File: config.mk
export PLATFORM = sky130hd
export DESIGN_NAME = gpio_in_filter
export DESIGN_NICKNAME = d
export VERILOG_FILES = /design/src/rtl/gpio_in_filter.sv
export SDC_FILE = /design/constraint.sdc
export NUM_CORES = 1
export LEC_CHECK = 0
export BUFFER_PORTS_ARGS = -buffer_cell sky130_fd_sc_hd__buf_2
export CAP_MARGIN = 10
export CORE_AREA = 2 2 102 104
export CTS_CLUSTER_DIAMETER = 30
export DETAILED_ROUTE_END_ITERATION = 6
export DIE_AREA = 0 0 104 106
export SYNTH_ARGS = -nofsm -noshare
export SYNTH_HDL_FRONTEND = slang
export SYNTH_SLANG_ARGS = --single-unit
File: constraint.sdc
create_clock -name clk_i -period 1.65 [get_ports clk_i]
set_clock_uncertainty 0.15 [all_clocks]
set_input_delay 0.0825 -clock clk_i [delete_from_list [all_inputs] [get_ports clk_i]]
set_output_delay 0.0825 -clock clk_i [all_outputs]
set_load 0.05 [all_outputs]
File: src/rtl/gpio_in_filter.sv
// gpio_in_filter: 2-flop sync, per-bit glitch filter, rise/fall pulses for the SoC GPIO inputs.
// Define GPIO_IN_FILTER_IRQ_EN to build the sticky edge-interrupt pending bits and irq_o.
module gpio_in_filter #(
  parameter int WIDTH = 9,
  parameter int CNT_W = 4
) (
  input  logic             clk_i,
  input  logic             rst_n_i,
  input  logic [WIDTH-1:0] gpio_raw_i,
  input  logic [WIDTH-1:0] filt_en_i,
  input  logic [CNT_W-1:0] filt_len_i,
  input  logic [WIDTH-1:0] rise_en_i,
  input  logic [WIDTH-1:0] fall_en_i,
  input  logic [WIDTH-1:0] irq_clr_i,
  output logic [WIDTH-1:0] gpio_o,
  output logic [WIDTH-1:0] rise_o,
  output logic [WIDTH-1:0] fall_o,
  output logic [WIDTH-1:0] irq_pend_o,
  output logic             irq_o
);
  logic [WIDTH-1:0] sync1, sync2, st, st_next;
  logic [CNT_W-1:0] cnt [WIDTH];
  logic [CNT_W-1:0] cnt_next [WIDTH];
  // when sync2 agrees with st, taking sync2 is the same as holding st
  always_comb begin
    st_next = st;
    for (int i = 0; i < WIDTH; i++) begin
      st_next[i] = (!filt_en_i[i] || cnt[i] >= filt_len_i) ? sync2[i] : st[i];
      cnt_next[i] = (!filt_en_i[i] || sync2[i] == st[i] || cnt[i] >= filt_len_i) ? '0 : cnt[i] + 1'b1;
    end
  end
  always_ff @(posedge clk_i or negedge rst_n_i) begin
    if (!rst_n_i) begin
      sync1 <= '0;
      sync2 <= '0;
      st <= '0;
      rise_o <= '0;
      fall_o <= '0;
      for (int i = 0; i < WIDTH; i++) cnt[i] <= '0;
    end else begin
      sync1 <= gpio_raw_i;
      sync2 <= sync1;
      st <= st_next;
      rise_o <= st_next & ~st;
      fall_o <= ~st_next & st;
      for (int i = 0; i < WIDTH; i++) cnt[i] <= cnt_next[i];
    end
  end
  assign gpio_o = st;
`ifdef GPIO_IN_FILTER_IRQ_EN
  logic [WIDTH-1:0] pend;
  // set has priority over a simultaneous clear
  always_ff @(posedge clk_i or negedge rst_n_i) begin
    if (!rst_n_i) pend <= '0;
    else pend <= (pend & ~irq_clr_i) | (rise_o & rise_en_i) | (fall_o & fall_en_i);
  end
  assign irq_pend_o = pend;
  assign irq_o = |pend;
`else
  logic unused_irq_inputs;
  assign unused_irq_inputs = ^{rise_en_i, fall_en_i, irq_clr_i};
  assign irq_pend_o = '0;
  assign irq_o = 1'b0;
`endif
endmodule

=== After elaboration in Yosys (flattened, before gate mapping) ===
Cells that the tools add are included.

* Flip-flop bits (word level): 81
* Input bits: 51
* Output and inout bits: 37
* Word-level logic and storage cells: 99

* Add/sub/neg operators: 9
* Magnitude comparators: 9
* Equal/unequal tests: 9
* Multiplexer cells: 18
* Bitwise operators: 4
* Reductions and logical operators: 36

{| class="wikitable"
|+ Operators with widths
! cell !! count
|-
| adder 4 x 1 -> 4 bit, second input constant || 9
|-
| >= comparator 4 bit || 9
|-
| 2-to-1 mux 4 bit || 9
|-
| logical OR 1 bit || 27
|-
| bitwise AND 9 bit || 2
|-
| NOT 9 bit || 2
|-
| == test 1 bit || 9
|-
| zero test 1 bit || 9
|-
| 2-to-1 mux 1 bit || 9
|}

=== Longest topological paths before layout ===
Gate-level depths: netlist (run 1).

* Word-level depth: 5
* Gate-level depth with buffers: 5
* Mapped depth without buffers: 5

=== Worst setup path before layout (run 1) ===
Ideal clock, no wire load.

* Path type: register to register
* Start: register cnt[20] in the netlist's numbering
* End: register st[3] (netlist: gpio_o[3])
* Setup time: 125 ps
* Arrival: 1,449 ps
* Required time: 1,375 ps
* Path slack: -74 ps
* Cell stages (with the launch flop): 6
* Buffers on the path: 0
* Period minus slack after synthesis: 1,724 ps
* Cell sequence: dfrtp_1 -> inv_1 -> ha_1 -> nor3b_1 -> o211a_1 -> mux2_2

* Cells in the longest elaborated chain, start to end: 3

{| class="wikitable"
|+ Ends and longest elaborated chain
! what !! line !! RTL
|-
| start: declaration || 22 || <nowiki>logic [CNT_W-1:0] cnt [WIDTH];</nowiki>
|-
| >= comparator 4 bit || 28 || <nowiki>st_next[i] = (!filt_en_i[i] || cnt[i] >= filt_len_i) ? sync2[i] : st[i];</nowiki>
|-
| logical OR 1 bit || 28 ||
|-
| 2-to-1 mux 1 bit || 28 ||
|-
| via st_next[3] || 21 || <nowiki>logic [WIDTH-1:0] sync1, sync2, st, st_next;</nowiki>
|-
| end signal: assignment || 43 || <nowiki>st <= st_next;</nowiki>
|-
| end: declaration || 21 ||
|}

The timed path passes the listed nets, and every way through them passes these cells.

=== Worst setup path in the final report (run 1) ===
* Start: register cnt[5] in the netlist's numbering
* End: register st[7] (netlist: gpio_o[7])

The elaborated chain is that of the path after synthesis.

==> results of run 1 <==
state kept, by name (all words and copies together) (netlist names):
name	flops
sync1	9
gpio_o	9
cnt	36
sync2	9
rise_o	9
fall_o	9
worst max-delay path, stage by stage (launching register included):
cell	delay (ns)
dfrtp_1	0.39
ha_1	0.27
o211ai_1	0.21
o211a_1	0.25
mux2_4	0.30
power groups by stage:
stage | combinational (mW) | sequential (mW) | clock, mW
after CTS | 1.02 | 2.19 | 1.42
final | 1.11 | 2.20 | 1.34
after detailed placement | 0.932 | 2.23 | 0
after global routing | 1.20 | 2.21 | 1.51
after floorplan | 0.414 | 2.43 | 0
after global placement | 0.916 | 2.22 | 0
cell families after synthesis:
kind of cell / Yosys count / synth area share
mux: 9 / 0.0338
xor+xnor: 27 / 0.0608
fa+ha+maj: 45 / 0.145
simple gates: 90 / 0.134
buf+inv: 22 / 0.0309
compound gates: 27 / 0.0737
flops: 81 / 0.521
other cells: 1 / 0.000964
repair_timing:
action,CTS,global route
setup buffers,8,13
resized for setup,10,34
hold buffers,10,0
pin swaps,21,16
endpoints found under the setup margin,10,43
endpoints found under the hold margin,90,0
layer usage:
metal / track usage / up-vias
li1: - / 1303
met1: 0.177 / 1307
met2: 0.246 / 46
met3: 0.0527 / 7
met4: 0.0569 / 0
met5: 0 / -
worst max-delay path by stage:
stage	endpoint	slack [ns]	depth (start not counted)
3_5_place_dp	gpio_o[5]	-0.28	6
4_1_cts	gpio_o[2]	-0.03	5
6_report	gpio_o[7]	-0.04	4
3_3_place_gp	gpio_o[3]	-0.25	6
5_1_grt	gpio_o[7]	-0.1	4
2_1_floorplan	gpio_o[3]	-0.01	5
final cells by class:
class / count / area, µm² / share of cell area
timing repair buffer: 117 / 810 / 0.151
clock buffer: 13 / 169 / 0.0316
sequential: 81 / 2030 / 0.379
tap: 136 / 170 / 0.0318
inverter: 12 / 45.0 / 0.00842
multi-input combinational: 208 / 2120 / 0.396
clock inverter: 2 / 12.5 / 0.00234
placed cells by master (no fill, tap or decap):
| master | instances |
|---|---|
| clkbuf_1 | 1 |
| o211ai_2 | 4 |
| nor2_1 | 27 |
| o211a_4 | 4 |
| nor3b_4 | 5 |
| nor3b_1 | 6 |
| nor2b_1 | 9 |
| ha_1 | 29 |
| buf_6 | 1 |
| dfrtp_1 | 81 |
| o211ai_1 | 5 |
| nand2_1 | 9 |
| inv_2 | 5 |
| nand3_1 | 9 |
| mux2_4 | 9 |
| ha_4 | 16 |
| inv_1 | 7 |
| xor2_1 | 18 |
| clkbuf_8 | 12 |
| xnor2_1 | 9 |
| nor3b_2 | 16 |
| o211a_1 | 5 |
| and3_4 | 1 |
| buf_2 | 49 |
| o2111ai_2 | 3 |
| clkinv_2 | 1 |
| buf_4 | 55 |
| dlygate4sd3_1 | 10 |
| conb_1 | 10 |
| o2111ai_1 | 6 |
| buf_12 | 2 |
| and3_2 | 4 |
| clkinvlp_4 | 1 |
| and3_1 | 4 |
==> impl_metrics.json, run 1 <==
{
  "dpl_worst_slack_ns": -0.276,
  "comb_power_share": 0.238,
  "routedWlPerCell_um": 13.8,
  "tritoncts": "yes",
  "path_class": "reg2reg",
  "fin_cells": 569,
  "num_antenna_cells": 0,
  "clock_latency_ns": 0.36,
  "wl_met3_um": 285,
  "initial_core_util": 0.389,
  "internal_power_mw": 3.25,
  "async_flop_share": 1.00,
  "hold_path.class": "in2reg",
  "antenna_found_initial": 0,
  "hpwl_um": 5120,
  "ios": 88,
  "ys_seq_area_frac": 0.521,
  "die_h_um": 106,
  "wirelength_um": 7840,
  "fin_crit_sh": 1.02,
  "critPathRequiredTime_ns": 1.75,
  "synth_edf_count": 0,
  "crit_path_end_kind": "register",
  "highest_layer": "met4",
  "yosysWarnings": 0,
  "relSlewSlack": 0.593,
  "synth_commonest_cells": "dfrtp_1, ha_1, nor2_1",
  "fin_area_um2": 5350,
  "fill_cells": 907,
  "dpl_cell_area_um2": 4590,
  "core_area_um2": 10000,
  "synth_seq_cells": 81,
  "worst_pin_slew_ns": 0.610,
  "vias": 2663,
  "synthesis.area_um2": 3890,
  "rsz0062_at_grt": "true",
  "swShare": 0.302,
  "yosysMostFrequentCell": "dfrtp_1",
  "drive_gt1_frac": 0.434,
  "netlist_instances": 302,
  "finalSetupTns_ns": -0.0729,
  "power_frac_clock": 0.289,
  "dp_cells": 523,
  "track_usage": 0.148,
  "critPathLaunch": "cnt[5]",
  "drtIter0Drc": 31,
  "min_from": "filt_en_i[3]",
  "synth_top_flop_cell": "dfrtp_1",
  "ant_nets": 0,
  "drc": 0,
  "vdd_drop_max_uv": 552,
  "vias_per_cell": 4.68,
  "worstReg2RegEnd": "gpio_o[7]",
  "grt_pass1_wl_um": 12500,
  "crit_fanout": 2,
  "finalWorstSetupSlack_ns": -0.0368,
  "avgSynthCellArea_um2": 12.9,
  "timing.fmax_mhz": 593,
  "cts.sinks": 81,
  "grt_max_degree": 36,
  "fp-row-count": 37,
  "synth_area_leaders": "dfrtp_1, ha_1, nor3b_1",
  "power.share.sequential": 0.472,
  "die_x_um": 104,
  "final_core_util": 0.535,
  "hold_path_end": "cnt[20]",
  "cts-root-buf": "clkbuf_8",
  "p_per_area_nw_per_um2": 869,
  "slew_viol_final": 0,
  "grt_pass1_vias": 2686,
  "gp_congestion": 0.795,
  "drv_cap": 0,
  "synth_cell_types": 22,
  "violations": "negative setup slack",
  "status": "finished with violations",
  "path_clk_slew_ns": 0.08,
  "hold_viol": 0,
  "p_leak_nw": 2.61,
  "drt_first_pass_iters": 4,
  "setup_viol": 4,
  "port_buffers": 50,
  "m1WireLength_um": 3570,
  "period_needed_ns": 1.69,
  "die_area_um2": 11000,
  "cts_buffers": 9,
  "hold_depth": 4,
  "cp.arrival_ns": 1.78,
  "switchingPower_mw": 1.40,
  "reg2reg_depth": 4,
  "r2r_slack_ns": -0.04,
  "nets": 525,
  "area_growth_pct": 37.6,
  "gr-total-overflow": 0,
  "finalPower_mw": 4.65,
  "clockBufferDepth": 2,
  "start_kind": "register",
  "synth_top_cell_by_area": "dfrtp_1",
  "cts_max_level": 3,
  "whs_ns": 0.00268,
  "timing.rr.start": "cnt[5]",
  "yosysTopAreaCellShare": 0.521,
  "route.met2.wl_um": 3890
}
(Power assumes the default switching activity.)
==> run 2: changes to the inputs <==
--- a/config.mk
+++ b/config.mk
@@ -8,7 +8,9 @@
 export BUFFER_PORTS_ARGS = -buffer_cell sky130_fd_sc_hd__buf_2
 export CAP_MARGIN = 10
 export CORE_AREA = 2 2 102 104
+export CTS_BUF_LIST = sky130_fd_sc_hd__clkbuf_8
 export CTS_CLUSTER_DIAMETER = 30
+export CTS_CLUSTER_SIZE = 16
 export DETAILED_ROUTE_END_ITERATION = 6
 export DIE_AREA = 0 0 104 106
 export SYNTH_ARGS = -nofsm -noshare
==> impl_metrics.json, run 2 (synthesis results as in run 1) <==
{
  "grt_pass1_wl_um": 12500,
  "num_antenna_cells": 0,
  "setup_viol": 4,
  "clockBufferDepth": 2,
  "drt_first_pass_iters": 4,
  "tritoncts": "yes",
  "nets": 525,
  "crit_fanout": 2,
  "fin_cells": 569,
  "path_class": "reg2reg",
  "mostFrequentLayoutCells": "dfrtp_1, buf_4, buf_2",
  "drtIter0Drc": 31,
  "cts.sinks": 81,
  "violations": "negative setup slack",
  "slew_viol_final": 0,
  "fp-row-count": 37,
  "fin_area_um2": 5350,
  "cp.arrival_ns": 1.78,
  "dp_cells": 523,
  "clock_latency_ns": 0.36,
  "area_growth_pct": 37.6,
  "grt_util_met3": 0.0527,
  "die_x_um": 104,
  "largest_reg_flops": 36,
  "layout_commonest_cell": "dfrtp_1",
  "grt_max_degree": 36,
  "vias": 2663,
  "finalPower_mw": 4.64,
  "vias_per_cell": 4.68,
  "ant_nets": 0,
  "drv_cap": 0,
  "largest_register": "cnt",
  "die_area_um2": 11000,
  "gr-total-overflow": 0,
  "r2r_slack_ns": -0.04,
  "ios": 88,
  "whs_ns": 0.00268,
  "p_per_area_nw_per_um2": 868,
  "routedWlPerCell_um": 13.8,
  "cts-root-buf": "clkbuf_8",
  "wirelength_um": 7840,
  "fin_crit_sh": 1.02,
  "top_usage_layer": "met2",
  "final_core_util": 0.535,
  "period_needed_ns": 1.69,
  "initial_core_util": 0.389,
  "hold_viol": 0,
  "timing.fmax_mhz": 593,
  "drc": 0,
  "path_clk_slew_ns": 0.08,
  "die_h_um": 106,
  "grtUsageMet2": 0.246,
  "crit_path_end_kind": "register",
  "relSlewSlack": 0.593,
  "gp_congestion": 0.795,
  "grt_pass1_vias": 2686,
  "cts_max_level": 3,
  "track_usage": 0.148,
  "critPathRequiredTime_ns": 1.75,
  "cts_buffers": 9,
  "dpl_cell_area_um2": 4590,
  "drive_gt1_frac": 0.434,
  "finalWorstSetupSlack_ns": -0.0371,
  "worst_pin_slew_ns": 0.610,
  "vdd_drop_max_uv": 552,
  "core_area_um2": 10000,
  "hold_path.class": "in2reg",
  "rsz0062_at_grt": "true",
  "status": "finished with violations",
  "hpwl_um": 5120,
  "p_leak_nw": 2.61,
  "antenna_found_initial": 0,
  "start_kind": "register",
  "grt_util_met1": 0.177,
  "fill_cells": 907,
  "port_buffers": 50
}
run 2: cell types whose count changed in the layout (fill, tap and decap cells not counted):
cell	delta
inv_1	+1
clkbuf_1	-1
run 2: through the flow:
stage | setup slack [ns] | TNS (ns)
detailed placement | -0.276 | -5.93
global route | -0.0970 | -0.751
floorplan | -0.0114 | -0.0114
finish | -0.0371 | -0.0732
global placement | -0.249 | -5.15
CTS | -0.0301 | -0.0615
run 2: layout make-up:
cell class	count	area (µm²)	share of cell area
clock inverter	3	16.3	0.00304
tap	136	170	0.0318
timing repair buffer	117	810	0.151
clock buffer	12	165	0.0309
multi-input combinational	208	2120	0.396
inverter	12	45.0	0.00842
sequential	81	2030	0.379
run 2: routing by layer:
layer,wire (µm),up-vias
li1,-,1303
met1,3570,1307
met2,3890,46
met3,285,7
met4,97,0
met5,0,-
run 2: worst paths after layout:
check / startpoint / to / cells past startpoint
min in group asynchronous: rst_n_i / fall_o[4] / 2
worst min register to register: sync1[1] / sync2[1] / 0
worst max register to register: cnt[5] / gpio_o[7] / 4
max in group asynchronous: rst_n_i / cnt[31] / 3
worst min-delay path: filt_en_i[3] / cnt[20] / 4
worst max-delay path: cnt[5] / gpio_o[7] / 4
run 2: report_power, final:
part	switching (mW)	internal (mW)
Sequential	0.0917	2.10
Combinational	0.627	0.482
Clock	0.685	0.654
Total	1.40	3.24
run 2: timing repair:
item                                    in CTS  in global routing
pin swaps                                   21                 16
hold buffers                                10                  0
endpoints found under the setup margin      10                 43
endpoints found under the hold margin       90                  0
gates resized for setup                     10                 34
buffers inserted                             8                 13
run 2: worst max-delay path: stages (launching register included):
cell and delay, ns:
dfrtp_1 0.39, ha_1 0.27, o211ai_1 0.21, o211a_1 0.25, mux2_4 0.30
